File: src/rtl/sseg_pkg.sv
// Shared 7-segment definitions: segment patterns, anode codes and digit indexing.
// Both the display driver and the capture checker use this package so their tables stay identical.
package sseg_pkg;

    localparam int unsigned SEG_W      = 7;
    localparam int unsigned AN_W       = 4;
    localparam int unsigned CODE_W     = 4;
    localparam int unsigned NUM_DIGITS = 4;

    // Active-low segment patterns, bit order {g,f,e,d,c,b,a} reversed: [6:0] = a..g
    localparam logic [SEG_W-1:0] SSEG_0 = 7'h01;
    localparam logic [SEG_W-1:0] SSEG_1 = 7'h4F;
    localparam logic [SEG_W-1:0] SSEG_2 = 7'h12;
    localparam logic [SEG_W-1:0] SSEG_3 = 7'h06;
    localparam logic [SEG_W-1:0] SSEG_4 = 7'h4C;
    localparam logic [SEG_W-1:0] SSEG_5 = 7'h24;
    localparam logic [SEG_W-1:0] SSEG_6 = 7'h20;
    localparam logic [SEG_W-1:0] SSEG_7 = 7'h0F;
    localparam logic [SEG_W-1:0] SSEG_8 = 7'h00;
    localparam logic [SEG_W-1:0] SSEG_9 = 7'h04;
    localparam logic [SEG_W-1:0] SSEG_F = 7'h38;

    localparam logic [AN_W-1:0] SSEG_BLANK_AN = 4'b1111;

    typedef enum logic [1:0] {
        DIGIT0 = 2'd0,
        DIGIT1 = 2'd1,
        DIGIT2 = 2'd2,
        DIGIT3 = 2'd3
    } digit_idx_e;

    typedef enum logic {
        WIN_WAIT = 1'b0,
        WIN_DONE = 1'b1
    } win_state_e;

    typedef struct packed {
        logic              valid;
        logic [CODE_W-1:0] code;
    } decode_t;

    typedef struct packed {
        logic       valid;
        digit_idx_e idx;
    } an_map_t;

    typedef struct packed {
        logic [AN_W-1:0]  an;
        logic [SEG_W-1:0] seg;
    } sample_t;

    // Anode enable (one-hot-low) to digit index; blank or multi-lit codes are not valid.
    function automatic an_map_t an_to_idx(input logic [AN_W-1:0] an);
        an_map_t m;
        m.valid = 1'b1;
        m.idx   = DIGIT0;
        case (an)
            4'b1110: m.idx = DIGIT0;
            4'b1101: m.idx = DIGIT1;
            4'b1011: m.idx = DIGIT2;
            4'b0111: m.idx = DIGIT3;
            default: m.valid = 1'b0;
        endcase
        return m;
    endfunction

    // Digit index to anode enable, the inverse mapping used by the driver side.
    function automatic logic [AN_W-1:0] idx_to_an(input digit_idx_e idx);
        logic [AN_W-1:0] an;
        case (idx)
            DIGIT0:  an = 4'b1110;
            DIGIT1:  an = 4'b1101;
            DIGIT2:  an = 4'b1011;
            default: an = 4'b0111;
        endcase
        return an;
    endfunction

endpackage

File: src/rtl/sseg_pattern_decode.sv
// Combinational 7-segment pattern to 4-bit code decoder; unknown patterns report valid=0.
module sseg_pattern_decode
    import sseg_pkg::*;
(
    input  logic [SEG_W-1:0] pattern,
    output decode_t          result_c
);

    always_comb begin
        result_c.valid = 1'b1;
        result_c.code  = CODE_W'(0);
        case (pattern)
            SSEG_0:  result_c.code = 4'h0;
            SSEG_1:  result_c.code = 4'h1;
            SSEG_2:  result_c.code = 4'h2;
            SSEG_3:  result_c.code = 4'h3;
            SSEG_4:  result_c.code = 4'h4;
            SSEG_5:  result_c.code = 4'h5;
            SSEG_6:  result_c.code = 4'h6;
            SSEG_7:  result_c.code = 4'h7;
            SSEG_8:  result_c.code = 4'h8;
            SSEG_9:  result_c.code = 4'h9;
            SSEG_F:  result_c.code = 4'hF;
            default: result_c.valid = 1'b0;
        endcase
    end

endmodule

File: src/rtl/sseg_display_capture.sv
// Samples a multiplexed 7-segment bus, waits for each digit window to settle,
// and rebuilds the four displayed codes with frame, error and staleness reporting.
module sseg_display_capture
    import sseg_pkg::*;
#(
    parameter int unsigned STABLE_CYC  = 16,
    parameter int unsigned TIMEOUT_CYC = 524288
) (
    input  logic                  clk,
    input  logic                  reset,
    input  logic [AN_W-1:0]       an_in,
    input  logic [7:0]            sseg_in,
    output logic [CODE_W-1:0]     d0,
    output logic [CODE_W-1:0]     d1,
    output logic [CODE_W-1:0]     d2,
    output logic [CODE_W-1:0]     d3,
    output logic [NUM_DIGITS-1:0] digit_err,
    output logic                  frame_valid,
    output logic                  stale
);

    localparam int unsigned STAB_W = (STABLE_CYC > 1) ? $clog2(STABLE_CYC) : 1;
    localparam int unsigned IDLE_W = $clog2(TIMEOUT_CYC + 1);
    localparam logic [STAB_W-1:0] STAB_MAX = STAB_W'(STABLE_CYC - 1);
    localparam logic [IDLE_W-1:0] IDLE_MAX = IDLE_W'(TIMEOUT_CYC);

    sample_t sample_c;
    sample_t sync1_q, sync1_d;
    sample_t sync2_q, sync2_d;
    sample_t prev_q,  prev_d;
    logic    changed_c;

    logic [STAB_W-1:0] stab_cnt_q, stab_cnt_d;

    win_state_e state_q, state_d;
    logic       capture_c;

    an_map_t    an_map_c;
    logic [1:0] cap_idx_c;
    decode_t    dec_c;

    logic [NUM_DIGITS-1:0][CODE_W-1:0] digit_q, digit_d;
    logic [NUM_DIGITS-1:0]             err_q, err_d;
    logic [NUM_DIGITS-1:0]             mask_q, mask_d;
    logic                              frame_q, frame_d;
    logic [IDLE_W-1:0]                 idle_cnt_q, idle_cnt_d;
    logic                              stale_q, stale_d;

    // Decimal point carries no digit information.
    logic unused_dp;
    assign unused_dp = sseg_in[7];

    assign sample_c = {an_in, sseg_in[SEG_W-1:0]};

    // Synchronizer, change detection and settle counter.
    always_comb begin
        sync1_d   = sample_c;
        sync2_d   = sync1_q;
        prev_d    = sync2_q;
        changed_c = (sync2_q != prev_q);
        if (changed_c) begin
            stab_cnt_d = STAB_W'(0);
        end else if (stab_cnt_q == STAB_MAX) begin
            stab_cnt_d = stab_cnt_q;
        end else begin
            stab_cnt_d = stab_cnt_q + STAB_W'(1);
        end
    end

    assign an_map_c  = an_to_idx(sync2_q.an);
    assign cap_idx_c = an_map_c.idx;

    sseg_pattern_decode u_decode (
        .pattern  (sync2_q.seg),
        .result_c (dec_c)
    );

    // Window FSM: state register.
    always_ff @(posedge clk) begin
        if (reset) begin
            state_q <= WIN_WAIT;
        end else begin
            state_q <= state_d;
        end
    end

    // Window FSM: next state.
    always_comb begin
        state_d = state_q;
        case (state_q)
            WIN_WAIT: if (capture_c) state_d = WIN_DONE;
            WIN_DONE: if (changed_c) state_d = WIN_WAIT;
        endcase
    end

    // Window FSM: one capture per settled window with a single lit anode.
    always_comb begin
        capture_c = 1'b0;
        if ((state_q == WIN_WAIT) && (stab_cnt_d == STAB_MAX) && an_map_c.valid) begin
            capture_c = 1'b1;
        end
    end

    // Capture registers, frame mask and idle timeout.
    always_comb begin
        digit_d    = digit_q;
        err_d      = err_q;
        mask_d     = mask_q;
        frame_d    = 1'b0;
        idle_cnt_d = idle_cnt_q;
        stale_d    = stale_q;
        if (capture_c) begin
            if (dec_c.valid) begin
                digit_d[cap_idx_c] = dec_c.code;
                err_d[cap_idx_c]   = 1'b0;
            end else begin
                err_d[cap_idx_c]   = 1'b1;
            end
            mask_d = mask_q | (NUM_DIGITS'(1) << cap_idx_c);
            if (mask_d == {NUM_DIGITS{1'b1}}) begin
                frame_d = 1'b1;
                mask_d  = '0;
            end
            idle_cnt_d = IDLE_W'(0);
            stale_d    = 1'b0;
        end else begin
            if (idle_cnt_q != IDLE_MAX) begin
                idle_cnt_d = idle_cnt_q + IDLE_W'(1);
            end
            stale_d = (idle_cnt_d == IDLE_MAX);
        end
    end

    always_ff @(posedge clk) begin
        if (reset) begin
            sync1_q    <= '0;
            sync2_q    <= '0;
            prev_q     <= '0;
            stab_cnt_q <= '0;
            digit_q    <= '0;
            err_q      <= '0;
            mask_q     <= '0;
            frame_q    <= 1'b0;
            idle_cnt_q <= '0;
            stale_q    <= 1'b0;
        end else begin
            sync1_q    <= sync1_d;
            sync2_q    <= sync2_d;
            prev_q     <= prev_d;
            stab_cnt_q <= stab_cnt_d;
            digit_q    <= digit_d;
            err_q      <= err_d;
            mask_q     <= mask_d;
            frame_q    <= frame_d;
            idle_cnt_q <= idle_cnt_d;
            stale_q    <= stale_d;
        end
    end

    assign d0          = digit_q[0];
    assign d1          = digit_q[1];
    assign d2          = digit_q[2];
    assign d3          = digit_q[3];
    assign digit_err   = err_q;
    assign frame_valid = frame_q;
    assign stale       = stale_q;

endmodule
File: config.mk
export PLATFORM = sky130hd
export DESIGN_NAME = sseg_display_capture
export DESIGN_NICKNAME = d
export VERILOG_FILES = /design/src/rtl/sseg_pkg.sv /design/src/rtl/sseg_pattern_decode.sv /design/src/rtl/sseg_display_capture.sv
export SDC_FILE = /design/constraint.sdc
export NUM_CORES = 1
export LEC_CHECK = 0
export CAP_MARGIN = 20
export CORE_ASPECT_RATIO = 0.5
export CORE_UTILIZATION = 25
export DETAILED_ROUTE_END_ITERATION = 8
export PLACE_DENSITY = 0.52
export SYNTH_ARGS = -nofsm -noshare
export SYNTH_HDL_FRONTEND = slang
export SYNTH_SLANG_ARGS = --single-unit
File: constraint.sdc
create_clock -name clk -period 2.8 [get_ports clk]
set_input_delay 0.56 -clock clk [delete_from_list [all_inputs] [get_ports clk]]
set_output_delay 0.56 -clock clk [all_outputs]
set_load 0.02 [all_outputs]
======== Yosys cells after proc, flatten, opt, wreduce, memory -nomap -nowiden ========
Index checks and enable logic that the tools add are counted.
storage, ports and cells
  bits of input ports ..................... 14
  ROM bits ................................ 0
  word-level logic and storage cells ...... 77
  output and inout port bits .............. 22
  latch bits .............................. 0
  register bits ........................... 84
  memory bits (writable) .................. 0
  memories kept ........................... 0
cells by class
  shift-type cells ........................ 1
  $lt $le $gt $ge ......................... 2
  muxes and demuxes ....................... 20
  equal/unequal tests ..................... 20
  reductions and logical operators ........ 9
  $add $sub $neg .......................... 2
  div/mod/pow operators ................... 0
  $mul .................................... 0
  bitwise operators ....................... 6
operators by type and width
  cell                                           number
  2-to-1 mux 20 bit                              2
  one-hot mux 4 bit (10 select lines)            1
  == test 4 bit, second input constant           6
  == test 7 x 6 -> 1 bit, second input constant  3
  adder 20 x 1 -> 20 bit, second input constant  1
  == test 20 bit, second input constant          1
  2-to-1 mux 4 bit                               5
  != test 20 bit, second input constant          1
  bitwise mux 16 bit                             1
  == test 7 x 3 -> 1 bit, second input constant  2
  == test 7 bit, second input constant           2
  != test 11 bit                                 1
  OR reduction 11 bit                            1
  demux 4 bit (select 2 bit)                     1
  OR 4 bit                                       2
  == test 7 x 1 -> 1 bit, second input constant  1
  == test 7 x 4 -> 1 bit, second input constant  1
  == test 7 x 5 -> 1 bit, second input constant  1
  zero test 7 bit                                1
  2-to-1 mux 1 bit                               7
  one-hot mux 2 bit (3 select lines)             1
  adder 4 x 1 -> 4 bit, second input constant    1
  bitwise AND 4 bit                              1
  == test 4 x 3 -> 1 bit, second input constant  1
  11 further kinds                               15

======== Depth between registers and ports, before layout ========
  depth after elaboration ................. 9
  depth in mapped cells ................... 8
  gate-level depth less buffers ........... 8

======== By module ========
Synthesis repeated with hierarchy kept, for this count alone.
unflattened totals
  cells, all modules ...................... 396
  area total of the unflattened synthesis .. 3768.6 µm²
modules (own cells, without submodules)
  module                cells each  area an instance (µm²)  times used  seq. area each (µm²)
  sseg_display_capture  362         3548.4                  1           1681.6
  sseg_pattern_decode   34          220.2                   1           0.0

======== Worst setup path before layout ========
OpenSTA, ideal clock, no wires.
  path kind ............................... reg-to-reg
  start ................................... reg idle_cnt_q[1]
  end ..................................... reg stale_q (netlist: stale)
  cell stages (with the launch flop) ...... 9
  clock period less this slack ............ 2039 ps
  arrival time ............................ 1978 ps
  setup time .............................. 61 ps
  setup slack ............................. 761 ps
  path buffers ............................ 1
  data required time ...................... 2739 ps
  cells stage by stage .................... dfxtp_1 -> ha_1 -> inv_2 -> or4_4 -> buf_6 -> nor2_8 -> a31oi_1 -> a2111oi_2 -> and4_1
on the way
  longest elaborated chain between the ends .. 4
  elaborated cells between the ends (all ways) .. 5
  classes of those cells .................. 1 x add/sub; 2 x eq/ne; 2 x mux
RTL lines
  element                                                   line                                                      text
  start, declared                                           sseg_display_capture.sv:46                                logic [IDLE_W-1:0] idle_cnt_q, idle_cnt_d;
  start signal, assigned                                    sseg_display_capture.sv:155                               idle_cnt_q <= idle_cnt_d;
  adder 20 x 1 -> 20 bit or != test 20 bit (tied branches)  sseg_display_capture.sv:128, sseg_display_capture.sv:127
  2-to-1 mux 20 bit *                                       sseg_display_capture.sv:127                               if (idle_cnt_q != IDLE_MAX) begin
  2-to-1 mux 20 bit *                                       sseg_display_capture.sv:112                               if (capture_c) begin
  == test 20 bit *                                          sseg_display_capture.sv:130                               stale_d = (idle_cnt_d == IDLE_MAX);
  end signal, assigned                                      sseg_display_capture.sv:156                               stale_q <= stale_d;
  end, declared                                             sseg_display_capture.sv:47                                logic stale_q, stale_d;
Every way passes the cells marked *; elsewhere a longest branch is shown, timed or not. The select of a mux whose other input is x is not followed.
A chain may end at the register's enable or synchronous reset.

==> metrics.md <==
| Metric | Value |
|---|---|
| P&R area growth vs syn | 21.72% |
| Pin count of the biggest net entering global routing | 36 |
| DRC viols | 0 |
| Initial Utilization | 25.80% |
| TritonCTS clock tree | done |
| I/O pin count | 36 |
| Yosys reg bits | 84 |
| Worst-path clk slew | 0.06 ns |
| PD cells | 572.8 mW/mm^2 |
| Synth Cell Area | 0.003762 sq mm |
| Least-Margin Pin Slew | 0.5435 ns |
| RR Startpoint | stab_cnt_q[0]$_SDFF_PP0_ |
| Setup bufs post-CTS | 0 |
| Die Span Y | 88.75 um |
| Initial DRC Count | 97 |
| Cell variety after synth | 59 |
| Crit end category | register |
| Sequential share of the synthesized area | 44.70% |
| Syn Nets | 427 |
| Initial antenna violation count | 0 |
| Row cnt | 31 |
| # Max-Cap Violations | 0 |
| Worst min path class | register to register |
| Flop2flop setup slack | 0.44 ns |
| Final wirelength | 7479 um |
| Detailed Routing Iterations Pass 1 | 4 |
| Total track usage | 10.62% |
| H-tree Lvls | 3 |
| Num CTS Buffers | 9 |
| Peak supply drop | 221.6 uV |
| Post-CTS Resized | 0 |
| Hold Path Depth | 1 |
| # clock sinks | 84 |
| Hold endpoint | prev_d[0]$_SDFF_PP0_ |
| First-pass GRT wire length | 12840 um |
| Hold slack final | 0.4354 ns |
| WP data required | 3.02 ns |
| Wire per inst | 11.74 um |
| HP Start | sync1_q[0]$_SDFF_PP0_ |
| TNS Setup | 0 ns |
| LEAKAGE | 1.660 nW |
| Worst-Skew Late Latency | 0.34 ns |
| Status | complete, no violations |
| Max-slew violation count | 0 |
| Port bufs | 34 |
| Share of cells above drive strength 1 | 9.567% |
| Number of global-route vias before repair | 2574 |
| Tot Pwr | 0.002623 W |
| YS warnings | 0 |
| Crit Path Max Fanout | 7 |
| Ys flop type | dfxtp_1 |
| Fillers | 1533 |
| Vias after detailed routing | 2725 |
| Vias per inst | 4.278 |
| Die extent in x | 175.5 um |
| Fmax | 424.4 MHz |
| Fin crit period | 2.356 ns |
| Post-synth EDFFs | 0 |
| Core area | 0.01458 sq mm |
| # nets final | 451 |
| Final period util | 84.16% |
| Antenna-violating nets left | 0 |
| Placed cell areas | 0.004258 sq mm |
| Mean Syn Cell Area | 9.176 sq um |
| Overflow after GRT | 0 |
| Setup-failing EPs final | 0 |
| Placer Congestion | 0.7957 |
| Post-route design area | 0.004579 sq mm |
| Async set-reset flop share out of synthesis | 0% |
| Max Root-Sink Buffers | 2 |
| Die ar. | 0.01557 sq mm |
| HPWL Detailed | 5325 um |
| Hold Buf Count CTS | 0 |
| FF-to-FF path depth | 7 |
| Unrepaired setup endpoints after global routing | no |
| Antenna cells | 0 |
| Mapped Cells | 410 |
| Max-slew headroom | 63.43% |
| Worst Path Arrival | 2.58 ns |
| WS Path Type | register to register |
| Layout Utilization | 31.40% |
| Startpoint Class | register |
| Final Skew | 0.006648 ns |
| Root buffer cell | clkbuf_16 |
| Fin. Hold Viols | 0 |
stage by stage:
step | setup WS [ns] | instances
after global placement | 0.4933 | 621
after global routing | 0.2059 | 637
after detailed placement | 0.4166 | 621
final | 0.4436 | 637
after CTS | 0.4081 | 637
after floorplan | 0.7609 | 410
critical path, stage by stage, from the launching register on:
cell       delay (ns)
dfxtp_1          0.43
ha_1             0.29
nand2_1          0.14
o2bb2ai_1        0.21
o2111ai_2        0.27
nor2_1           0.34
nand2_1          0.22
mux2_1           0.35
cells in the mapped netlist, types with 4 or more instances:
| cell | instances | area [sq um] |
|---|---|---|
| nand4_1 | 8 | 50.05 |
| o32ai_1 | 4 | 35.03 |
| or3_1 | 4 | 25.02 |
| clkbuf_1 | 11 | 41.29 |
| a21oi_1 | 13 | 65.06 |
| xor2_1 | 21 | 183.9 |
| o21ai_0 | 7 | 35.03 |
| nand2_1 | 25 | 93.84 |
| o21a_1 | 4 | 30.03 |
| buf_2 | 12 | 60.06 |
| nor2_1 | 38 | 142.6 |
| nor3_1 | 11 | 55.05 |
| nand2b_1 | 7 | 43.79 |
| nor3b_1 | 4 | 30.03 |
| mux2i_1 | 7 | 70.07 |
| and3_1 | 4 | 25.02 |
| xnor2_1 | 17 | 148.9 |
| dfxtp_1 | 84 | 1682 |
| nand3_1 | 14 | 70.07 |
| inv_1 | 13 | 48.80 |
| nor2b_1 | 37 | 231.5 |
cell families (layout without fill, tap and decap cells):
logic type / count (synthesis) / in the layout / synth area share, %
DFF: 84 / 84 / 44.70
muxes: 12 / 12 / 3.359
xor gates and xnor gates: 38 / 38 / 8.846
adders and majority gates: 3 / 3 / 0.9978
and+or+nand+nor: 178 / 178 / 27.10
buffers and inverters: 42 / 71 / 4.922
AOI/OAI and AO/OA: 53 / 53 / 10.08
layout make-up:
type | instances | area, sq um | area share (%)
inverter | 16 | 60.06 | 1.311
clock buffer | 12 | 266.5 | 5.820
sequential | 84 | 1682 | 36.72
timing repair buffer | 39 | 372.9 | 8.142
multi-input combinational | 284 | 1896 | 41.39
clock inverter | 4 | 55.05 | 1.202
tap | 198 | 247.7 | 5.410
state kept, by name, indices dropped and copies added, names as in the netlist, named ones only:
signal and flops:
d2 4, prev_q 11, d3 4, idle_cnt_q 20, mask_q 4, d1 4, stab_cnt_q 4, sync1_q 11
frame_valid 1, state_q 1, stale 1, d0 4, prev_d 11
worst max path at each step:
stage	cells after the start	startpoint	slack [ns]	endpoint
2_1_floorplan	8	idle_cnt_q[1]$_SDFF_PP0_	0.76	stale$_SDFF_PP0_
3_3_place_gp	7	stab_cnt_q[0]$_SDFF_PP0_	0.49	register
3_5_place_dp	7	stab_cnt_q[0]$_SDFF_PP0_	0.42	register
4_1_cts	7	stab_cnt_q[0]$_SDFF_PP0_	0.41	register
5_1_grt	7	stab_cnt_q[0]$_SDFF_PP0_	0.21	register
6_report	7	stab_cnt_q[0]$_SDFF_PP0_	0.44	register
report_power, final:
group          internal, W  switching (W)  total, W  leakage (nW)
Combinational    0.0000590      0.0000653  0.000124         0.822
Sequential         0.00122      0.0000262   0.00124         0.683
Clock             0.000769       0.000486   0.00125         0.155
per-layer routing:
layer / track usage (%) / up-vias / share of wire, %
met3: 3.093 / 8 / 2.5
met5: 0 / - / 0
met1: 13.09 / 1252 / 50
li1: - / 1441 / -
met4: 4.822 / 0 / 1.6
met2: 17.42 / 24 / 46
layout by cell type (no fill, tap or decap), drive strengths merged, types with 10 or more instances in the layout:
| master | instances |
|---|---|
| dfxtp | 84 |
| nor2 | 39 |
| nor2b | 37 |
| clkdlybuf4s50 | 33 |
| nand2 | 25 |
| xor2 | 21 |
| xnor2 | 17 |
| inv | 16 |
| nand3 | 15 |
| nor3 | 14 |
| a21oi | 13 |
| clkbuf | 12 |
| o21ai | 10 |
(Power assumes the default switching activity.)
